**src/rtl/cpi_a2f_conn_ctrl.sv**
```systemverilog
// cpi_a2f_conn_ctrl: agent-side CPI global sideband connection controller
// sequences connect/disconnect, tracks epochs and escalates errors to sticky fatal/viral
module cpi_a2f_conn_ctrl #(
   parameter int EPOCH_ID_WIDTH = 10,
   parameter int ACK_TIMEOUT    = 1024
) (
   input  logic                      clk,
   input  logic                      rst_n,
   input  logic                      link_en_i,
   input  logic                      tx_idle_i,
   input  logic                      fatal_err_i,
   input  logic                      viral_err_i,
   input  logic                      rxcon_ack_i,
   input  logic                      rxdiscon_nack_i,
   input  logic                      rx_empty_i,
   output logic                      txcon_req_o,
   output logic                      fatal_o,
   output logic                      viral_o,
   output logic [EPOCH_ID_WIDTH-1:0] epoch_id_o,
   output logic [EPOCH_ID_WIDTH-1:0] epoch_commit_o,
   output logic [EPOCH_ID_WIDTH-1:0] epoch_reject_o,
   output logic                      tx_ready_o,
   output logic                      timeout_o,
   output logic [2:0]                state_o
);
   localparam int TW = $clog2(ACK_TIMEOUT);
   localparam logic [2:0] S_IDLE = 3'd0;
   localparam logic [2:0] S_CONNECTING = 3'd1;
   localparam logic [2:0] S_CONNECTED = 3'd2;
   localparam logic [2:0] S_DISCONNECTING = 3'd3;
   localparam logic [2:0] S_FATAL = 3'd4;
   localparam logic [TW-1:0] T_MAX = TW'(ACK_TIMEOUT - 1);
   localparam logic [EPOCH_ID_WIDTH-1:0] E_MAX = '1;

   logic [2:0]                state_q, state_d;
   logic [TW-1:0]             timer_q, timer_d;
   logic [EPOCH_ID_WIDTH-1:0] epoch_q, epoch_d, commit_q, commit_d, reject_q, reject_d;
   logic                      fatal_q, fatal_d, viral_q, viral_d, timeout_q, timeout_d;
   logic                      txcon_q, txcon_d, ready_q, ready_d;
   logic                      expired, counting;

   assign expired  = timer_q == T_MAX;
   assign counting = state_q == S_CONNECTING || state_q == S_DISCONNECTING;

   always_comb begin
      state_d   = state_q;
      epoch_d   = epoch_q;
      commit_d  = commit_q;
      reject_d  = reject_q;
      fatal_d   = fatal_q;
      viral_d   = viral_q | viral_err_i;
      timeout_d = 1'b0;
      if (fatal_err_i) begin
         state_d = S_FATAL;
         fatal_d = 1'b1;
         viral_d = 1'b1;
      end else begin
         unique case (state_q)
            S_IDLE: if (link_en_i && !rxcon_ack_i && !fatal_q) begin
               state_d = S_CONNECTING;
               // epoch 0 means "no epoch", so the count wraps back to 1
               epoch_d = (epoch_q == E_MAX) ? EPOCH_ID_WIDTH'(1) : epoch_q + EPOCH_ID_WIDTH'(1);
            end
            S_CONNECTING: if (rxcon_ack_i) begin
               state_d  = S_CONNECTED;
               commit_d = epoch_q;
            end else if (expired) begin
               state_d   = S_IDLE;
               reject_d  = epoch_q;
               timeout_d = 1'b1;
            end
            S_CONNECTED: if (!rxcon_ack_i) begin
               state_d = S_FATAL;
               fatal_d = 1'b1;
               viral_d = 1'b1;
            end else if (!link_en_i && tx_idle_i) state_d = S_DISCONNECTING;
            S_DISCONNECTING: if (rxdiscon_nack_i) state_d = S_CONNECTED;
            else if (!rxcon_ack_i && rx_empty_i) state_d = S_IDLE;
            else if (expired) begin
               state_d   = S_FATAL;
               fatal_d   = 1'b1;
               timeout_d = 1'b1;
            end
            default: state_d = S_FATAL;
         endcase
      end
      timer_d = (state_d != state_q) ? '0 : (counting && !expired) ? timer_q + TW'(1) : timer_q;
      txcon_d = state_d == S_CONNECTING || state_d == S_CONNECTED;
      ready_d = state_d == S_CONNECTED;
   end

   always_ff @(posedge clk or negedge rst_n) begin
      if (!rst_n) begin
         state_q   <= S_IDLE;
         timer_q   <= '0;
         epoch_q   <= '0;
         commit_q  <= '0;
         reject_q  <= '0;
         fatal_q   <= 1'b0;
         viral_q   <= 1'b0;
         timeout_q <= 1'b0;
         txcon_q   <= 1'b0;
         ready_q   <= 1'b0;
      end else begin
         state_q   <= state_d;
         timer_q   <= timer_d;
         epoch_q   <= epoch_d;
         commit_q  <= commit_d;
         reject_q  <= reject_d;
         fatal_q   <= fatal_d;
         viral_q   <= viral_d;
         timeout_q <= timeout_d;
         txcon_q   <= txcon_d;
         ready_q   <= ready_d;
      end
   end

   assign txcon_req_o    = txcon_q;
   assign tx_ready_o     = ready_q;
   assign fatal_o        = fatal_q;
   assign viral_o        = viral_q;
   assign timeout_o      = timeout_q;
   assign epoch_id_o     = epoch_q;
   assign epoch_commit_o = commit_q;
   assign epoch_reject_o = reject_q;
   assign state_o        = state_q;
endmodule
```
**config.mk**
```make
export PLATFORM = sky130hd
export DESIGN_NAME = cpi_a2f_conn_ctrl
export DESIGN_NICKNAME = d
export VERILOG_FILES = /design/src/rtl/cpi_a2f_conn_ctrl.sv
export SDC_FILE = /design/constraint.sdc
export NUM_CORES = 1
export LEC_CHECK = 0
export CORE_ASPECT_RATIO = 0.5
export CORE_MARGIN = 2
export CORE_UTILIZATION = 51
export CTS_CLUSTER_DIAMETER = 150
export DETAILED_ROUTE_END_ITERATION = 7
export PLACE_DENSITY = 0.8
export SYNTH_ARGS = -nofsm -noshare
export SYNTH_HDL_FRONTEND = slang
export SYNTH_SLANG_ARGS = --single-unit
```
**constraint.sdc**
```tcl
create_clock -name clk -period 2.2 [get_ports clk]
set_input_delay 0.44 -clock clk [delete_from_list [all_inputs] [get_ports clk]]
set_output_delay 0.44 -clock clk [all_outputs]
set_load 0.1 [all_outputs]
```
* Word level (Yosys, flattened, before mapping)
Cells that the tools add are included.
Storage, ports and cells: memories kept 0, input bits 9, bits in read-only memories 0, memory bits (writable) 0, output and inout bits 38, latch bits 0, bits in registers 48, logic and storage cells 73
Operators by class: multipliers 0, $lt $le $gt $ge 0, add/sub/neg operators 2, muxes and demuxes 28, bitwise logic cells 3, divide/modulo/power cells 0, reduce and logical (&&, ||, !) cells 18, shifts and indexed selects 0, equality and inequality tests 12
Operator list (count):
- 2-to-1 mux 10 bit | 3
- 2-to-1 mux 3 bit | 9
- adder 10 x 1 -> 10 bit (second input constant) | 2
- equality test 10 bit (second input constant) | 2
- 2-to-1 mux 1 bit | 13
- != test 3 bit (second input constant) | 4
- case mux 3 bit (4 select lines) | 1
- equality test 3 x 2 -> 1 bit (second input constant) | 3
- equality test 3 x 1 -> 1 bit (second input constant) | 2
- AND reduction 3 bit | 2
- logical AND 1 bit | 5
- AND reduction 5 bit | 1
- zero test 1 bit | 4
- case mux 1 bit (2 select lines) | 2
- AND reduction 4 bit | 1
- zero test 3 bit | 1
- != test 3 bit | 1
- nonzero test 3 bit | 1
- logical OR 1 bit | 2
- NOT 1 bit | 2
- nonzero test 2 bit | 1
- bitwise OR 1 bit | 1

* Logic depth before layout (Yosys ltp)
Gate-level depths: netlist of the first run.
depth in word-level cells 8, mapped depth 6, depth with buffers taken out 6

* Worst setup path after synthesis of the first run
OpenSTA, ideal clock, no wires.
path type reg2reg, start reg epoch_q[3], in the netlist epoch_id_o[3], end reg epoch_q[3], in the netlist epoch_id_o[3], data required time 2.064 ns, clock period less this slack 2.321 ns, path slack -0.121 ns, cell stages (with the launch flop) 7, arrival time 2.184 ns, library setup time 0.136 ns, buffers on the path 1, path through dfrtp_1 -> buf_2 -> and4_1 -> and3_1 -> nand3_1 -> nor4_1 -> nor2_1
Between the ends: longest elaborated chain between the ends 2, elaborated cells between the ends (all ways) 3, those cells by class 1 x add/sub; 1 x eq/ne; 1 x mux
Ends and longest elaborated chain:
- start: declaration | RTL line 37 | logic [EPOCH_ID_WIDTH-1:0] epoch_q, epoch_d, commit_q, commit_d, reject_q, reject_d;
- start signal: assignment | RTL line 107 | epoch_q <= epoch_d;
- adder 10 x 1 -> 10 bit or equality test 10 bit (tied branches) | RTL line 62 | epoch_d = (epoch_q == E_MAX) ? EPOCH_ID_WIDTH'(1) : epoch_q + EPOCH_ID_WIDTH'(1);
- 2-to-1 mux 10 bit * | RTL line 62
Every way passes the cells marked *; elsewhere a longest branch is shown, timed or not. A chain may end at the register's enable or synchronous reset.

* Final worst setup path of the first run
start reg timer_q[0], end reg reject_q[3], in the netlist epoch_reject_o[3]
Between the ends: longest elaborated chain between the ends 2
Ends and longest elaborated chain:
- start: declaration | RTL line 36 | logic [TW-1:0] timer_q, timer_d;
- start signal: assignment | RTL line 106 | timer_q <= timer_d;
- equality test 10 bit | RTL line 42 | assign expired = timer_q == T_MAX;
- AND reduction 4 bit (no line)
- end signal: assignment | RTL line 109 | reject_q <= reject_d;
- end: declaration | RTL line 37
No other way between the ends.

==> run metrics, run 1 <==
# Post-CTS Setup Buffers=0; via count=1754; Max stage delay cell, worst path=dfrtp_1; outcome=finished, final reports clean; Clk Latency, worst-skew pair=0.29 ns; global route overflow=0; antenna diode count=0; DRC Markers=0; die extent in x=98.3 µm; clock slew at reported path FFs=0.09 ns; hold crit path type=in2async; most common library cell in the layout ignoring fill and taps=buf_4; Syn Area/Cell=11.1 µm²; Num CTS Buffers=5; largest net degree at the start of global routing=27; most frequent cells in the layout=buf_4, dfrtp_1, nor2_1; crit start category=flop; post-synthesis sequential area ratio=0.530; post-DP HPWL=3480 µm; multi-input logic area=0.00101 mm²; critical-path cell list=ha_1, and4_1, nand3_2, nor4b_2, buf_4, mux2_2; Design Area, Final=0.00288 mm²; Worst Max-Slew Pin Slew=0.645 ns; WS Path Type=reg2reg; final WL=4750 µm; post-synth top area cell=dfrtp_1; WP data arrival=2.20 ns; final worst-path cycle share=0.921; TritonCTS clock tree=done; GRT Util Overall=0.203; Final Hold Vio Count=0; FP Rows=17; initial detailed-routing violation count=70; Fill cells=345; highest clock rate=0.494 GHz; max cap viols=0; Seq cells post-synth=48; power per cell area=563 mW/mm²; htree depth=2; initial antenna violation count=0; Final GP Congestion=0.842; Hold-fix buffers, CTS=0; final setup fails=0; Layout area overhead=27.1%; clk buf depth=2; count of different cell masters after synthesis=41; Critical Path RT=2.38 ns; placed inst area=0.00278 mm²; Clock Tree Root=clkbuf_8; clk_skew=0.00801 ns; Post-Syn Area=0.00227 mm²; Ys Warns=0; Port Buf Inserts=46; crit path time final=2.03 ns; Synthesized Nets=215; top cell type's share of synthesized area=0.530; nets=274; unrepaired setup endpoints after global routing=false; Top Ports=47; Die Y=51.1 µm; Core Area=0.00434 mm²; Starting Density=0.522; Routed Antenna Nets=0; PostCTS Resize Cnt=0; slowest stage delay, CP=0.41 ns; peak supply drop=0.317 mV; first-pass GRT wire length=8110 µm; Via density=5.46; Slew Viols, Final=0; P_leak=1.39 nW; Mapped Cells=204; First-pass DRT Iterations=4; Routed WL per cell=14.8 µm; CP Max Fanout=10; clock sink count=48; register area=0.00121 mm²; Worst Hold Slack=0.156 ns; top post-synthesis cells by area=dfrtp_1, mux2_2, nor2_1; CP Capture Type=flop; max_slew headroom=0.570; number of global-route vias before repair=1706; layout cell share with drive strength beyond 1=0.333; die area=0.00502 mm²
-- layer usage --
metal	global-route usage	vias up	share of wire
met5	0	-	0
met4	0.0594	0	0.024
met3	0.0438	12	0.044
met2	0.345	43	0.49
met1	0.268	860	0.44
li1	-	839	-
-- through the flow --
step | power, W | util | setup slack, ns | TNS, ns | cells
global placement | 0.00108 | 0.641 | -0.0187 | -0.0655 | 313
finish | 0.00162 | 0.663 | 0.174 | 0 | 321
global route | 0.00169 | 0.663 | 0.0562 | 0 | 321
floorplan | 0.00102 | - | 0.00304 | 0 | 204
CTS | 0.00163 | 0.663 | 0.175 | 0 | 321
detailed placement | 0.00108 | 0.641 | -0.106 | -0.454 | 313
-- synthesized netlist by cell type (all sizes together) --
| cell | instances |
|---|---|
| a211oi | 2 |
| a21oi | 6 |
| a22o | 2 |
| a311o | 1 |
| a31oi | 2 |
| and2 | 2 |
| and3 | 6 |
| and4 | 4 |
| buf | 6 |
| dfrtp | 48 |
| ha | 2 |
| inv | 5 |
| mux2 | 19 |
| mux2i | 2 |
| nand2 | 15 |
| nand2b | 3 |
| nand3 | 12 |
| nand3b | 1 |
| nand4 | 4 |
| nand4b | 2 |
| nor2 | 24 |
| nor2b | 3 |
| nor3 | 4 |
| nor4 | 2 |
| nor4b | 2 |
| o2111ai | 1 |
| o211ai | 1 |
| o21a | 1 |
| o21ai | 5 |
| o2bb2ai | 1 |
| or2 | 1 |
| or2b | 1 |
| or4 | 1 |
| or4b | 1 |
| xnor2 | 5 |
| xor2 | 7 |
-- logic make-up (layout without fill, tap and decap cells) --
group | count (synthesis) | count (layout) | share of synthesized area
AO/OA/AOI/OAI | 22 | 22 | 0.0707
XOR/XNOR | 12 | 12 | 0.0464
adder cells (fa/ha/maj) | 2 | 2 | 0.0110
buffers and inverters | 11 | 71 | 0.0265
flip-flops | 48 | 48 | 0.530
multiplexers | 21 | 21 | 0.103
AND/OR/NAND/NOR | 88 | 88 | 0.212
-- layout make-up --
cell class                 instances  area share
sequential                        48       0.419
multi-input combinational        145       0.351
timing repair buffer              58       0.165
clock buffer                       6      0.0287
tap                               57      0.0248
inverter                           5     0.00652
clock inverter                     2     0.00478
-- registers in the layout, indices dropped and copies added (netlist names), 3 cells and up --
signal          cells
state_o             3
epoch_id_o         10
epoch_commit_o     10
timer_q            10
epoch_reject_o     10
-- power breakdown --
part,switching [W],total [W],internal (W),leakage [nW]
Sequential,0.0000352,0.000944,0.000909,0.633
Combinational,0.0000746,0.000122,0.0000476,0.701
Clock,0.000297,0.000554,0.000257,0.0516
Total,0.000406,0.00162,0.00121,1.39
-- critical path, delay by kind of cell, from the launching register on --
family	cells	cell delay, ns
adder cells (fa/ha/maj)	1	0.23
buffers and inverters	1	0.24
flip-flops	1	0.41
multiplexers	1	0.35
AND/OR/NAND/NOR	3	0.68
-- worst paths after layout --
check | endpoint | startpoint | slack [ns] | depth (start not counted)
setup / recovery | epoch_reject_o[3] | timer_q[0] | 0.17 | 6
hold / removal | tx_ready_o | rst_n | 0.16 | 1
setup reg to reg | epoch_reject_o[3] | timer_q[0] | 0.17 | 6
hold reg to reg | viral_o | viral_o | 0.50 | 1
max in group asynchronous | epoch_id_o[4] | rst_n | 1.48 | 2
min in group clk | viral_o | viral_o | 0.50 | 1
Note: power is estimated with default switching activity, not from simulation.
==> run 2: changes to the inputs <==
Settings changed: PLACE_DENSITY 0.8 to 0.83.
==> run 2 against run 1 <==
- clock-buffer cell count increased by 1
- utilization increased by 1.7 points
- critical path depth decreased by 1
- cell count increased by 0.93%
- critical endpoint is now timer_q[4]
- hold slack got worse by 0.060 ns
- flip-flop and latch count unchanged
- global-route usage increased by 1.7 points
- sequential share of layout area decreased by 1.0 points
- largest cell class unchanged
- clock skew increased by 0.0020 ns
==> run metrics, run 2 (synthesized netlist as in run 1, its figures left out) <==
Die Y=51.1 µm; htree depth=2; unrepaired setup endpoints after global routing=false; CP Max Fanout=14; post-DP HPWL=3620 µm; via count=1841; RR Startpoint=state_o[0]; WP data arrival=2.25 ns; switching share of power=0.233; antenna diode count=0; most frequent cells in the layout=buf_4, dfrtp_1, nor2_1; P_leak=1.42 nW; Starting Density=0.522; Via density=5.68; total negative setup slack=0 ns; Routed Antenna Nets=0; final setup fails=0; largest net degree at the start of global routing=28; Critical Path RT=2.37 ns; clk buf depth=2; Hold-fix buffers, CTS=0; layout cell share with drive strength beyond 1=0.348; Routed WL per cell=16.8 µm; crit path time final=2.08 ns; placed inst area=0.00279 mm²; highest clock rate=0.480 GHz; Port Buf Inserts=46; CP Capture Type=flop; peak supply drop=0.277 mV; combinational power share=0.073; Clk Latency, worst-skew pair=0.31 ns; max_slew headroom=0.596; Clock Tree Root=clkbuf_8; Design Area, Final=0.00295 mm²; clock sink count=48; die extent in x=98.3 µm; final worst-path cycle share=0.948; clock network power share=0.393; utilization after layout=0.680; Slew Viols, Final=0; internal power=0.00136 W; Worst Max-Slew Pin Slew=0.601 ns; WS Path Type=reg2reg; GRT Util Overall=0.219; crit start category=flop; Top Ports=47; DRC Markers=0; nets=277; Final GP Congestion=0.841; most common library cell in the layout ignoring fill and taps=buf_4; R2R Path End=timer_q[4]; max cap viols=0; FP Rows=17; clk_skew=0.0100 ns; clock slew at reported path FFs=0.09 ns; hold crit path type=in2async; number of global-route vias before repair=1778; first-pass GRT wire length=8500 µm; Core Area=0.00434 mm²; sequential share of power=0.534; Final Hold Vio Count=0; Layout area overhead=30.3%; final WL=5450 µm; initial antenna violation count=0; outcome=finished, final reports clean; Reg2Reg Depth=5; initial detailed-routing violation count=74; R2R setup slack=0.12 ns; Psw=0.000413 W; TritonCTS clock tree=done; First-pass DRT Iterations=5; global route overflow=0; power per cell area=601 mW/mm²; Num CTS Buffers=5; CP Launch Point=state_o[0]; die area=0.00502 mm²
run 2: how the worst max path moves through the flow:
stage	end	slack [ns]	depth (start not counted)
detailed placement	timer_q[4]	-0.08	7
CTS	epoch_reject_o[4]	0.1	6
global placement	timer_q[4]	-0.007	6
global route	timer_q[8]	0.04	5
finish	timer_q[4]	0.12	5
floorplan	epoch_id_o[3]	0.003	5
run 2: per-layer routing:
metal  vias to the layer above  track usage  share of wire
li1                        850            -              -
met1                       913        0.276           0.41
met2                        65        0.360           0.51
met3                        13       0.0506          0.061
met4                         0        0.121          0.021
met5                         -            0              0
run 2: final cells by class:
| class | count | area [µm²] |
|---|---|---|
| Sequential cell | 48 | 1210 |
| Clock inverter | 1 | 30.0 |
| Fill cell | 335 | 1390 |
| Tap cell | 57 | 71.3 |
| Timing Repair Buffer | 61 | 498 |
| Inverter | 5 | 18.8 |
| Multi-Input combinational cell | 145 | 1030 |
| Clock buffer | 7 | 96.3 |
run 2: worst max-delay path, cell delays in order (launching register included):
cell and delay, ns:
dfrtp_2 0.53, nand2b_1 0.19, nor3_1 0.50, nand4b_1 0.34
o2111ai_4 0.28, a211oi_1 0.10
run 2: power by group through the flow:
| stage | logic, W | registers, W | clock network [W] |
|---|---|---|---|
| finish | 0.000130 | 0.000947 | 0.000697 |
| CTS | 0.000123 | 0.000943 | 0.000703 |
| global route | 0.000144 | 0.000950 | 0.000737 |
| floorplan | 0.0000438 | 0.000977 | 0 |
| detailed placement | 0.000123 | 0.000960 | 0 |
| global placement | 0.000117 | 0.000958 | 0 |
run 2: repair_timing:
item | 4_1_cts | 5_1_grt
resized for setup | 0 | 8
setup endpoints to repair | 0 | 10
setup buffers | 0 | 1
run 2: metrics by stage:
| stage | hold WS, ns | power, W | instances | worst slack [ns] |
|---|---|---|---|---|
| 6_report | 0.0958 | 0.00177 | 324 | 0.115 |
| 3_5_place_dp | 0.440 | 0.00108 | 314 | -0.0799 |
| 4_1_cts | 0.110 | 0.00177 | 322 | 0.0974 |
| 5_1_grt | 0.132 | 0.00183 | 324 | 0.0402 |
| 3_3_place_gp | 0.428 | 0.00107 | 314 | -0.00735 |
| 2_1_floorplan | 0.144 | 0.00102 | 204 | 0.00304 |
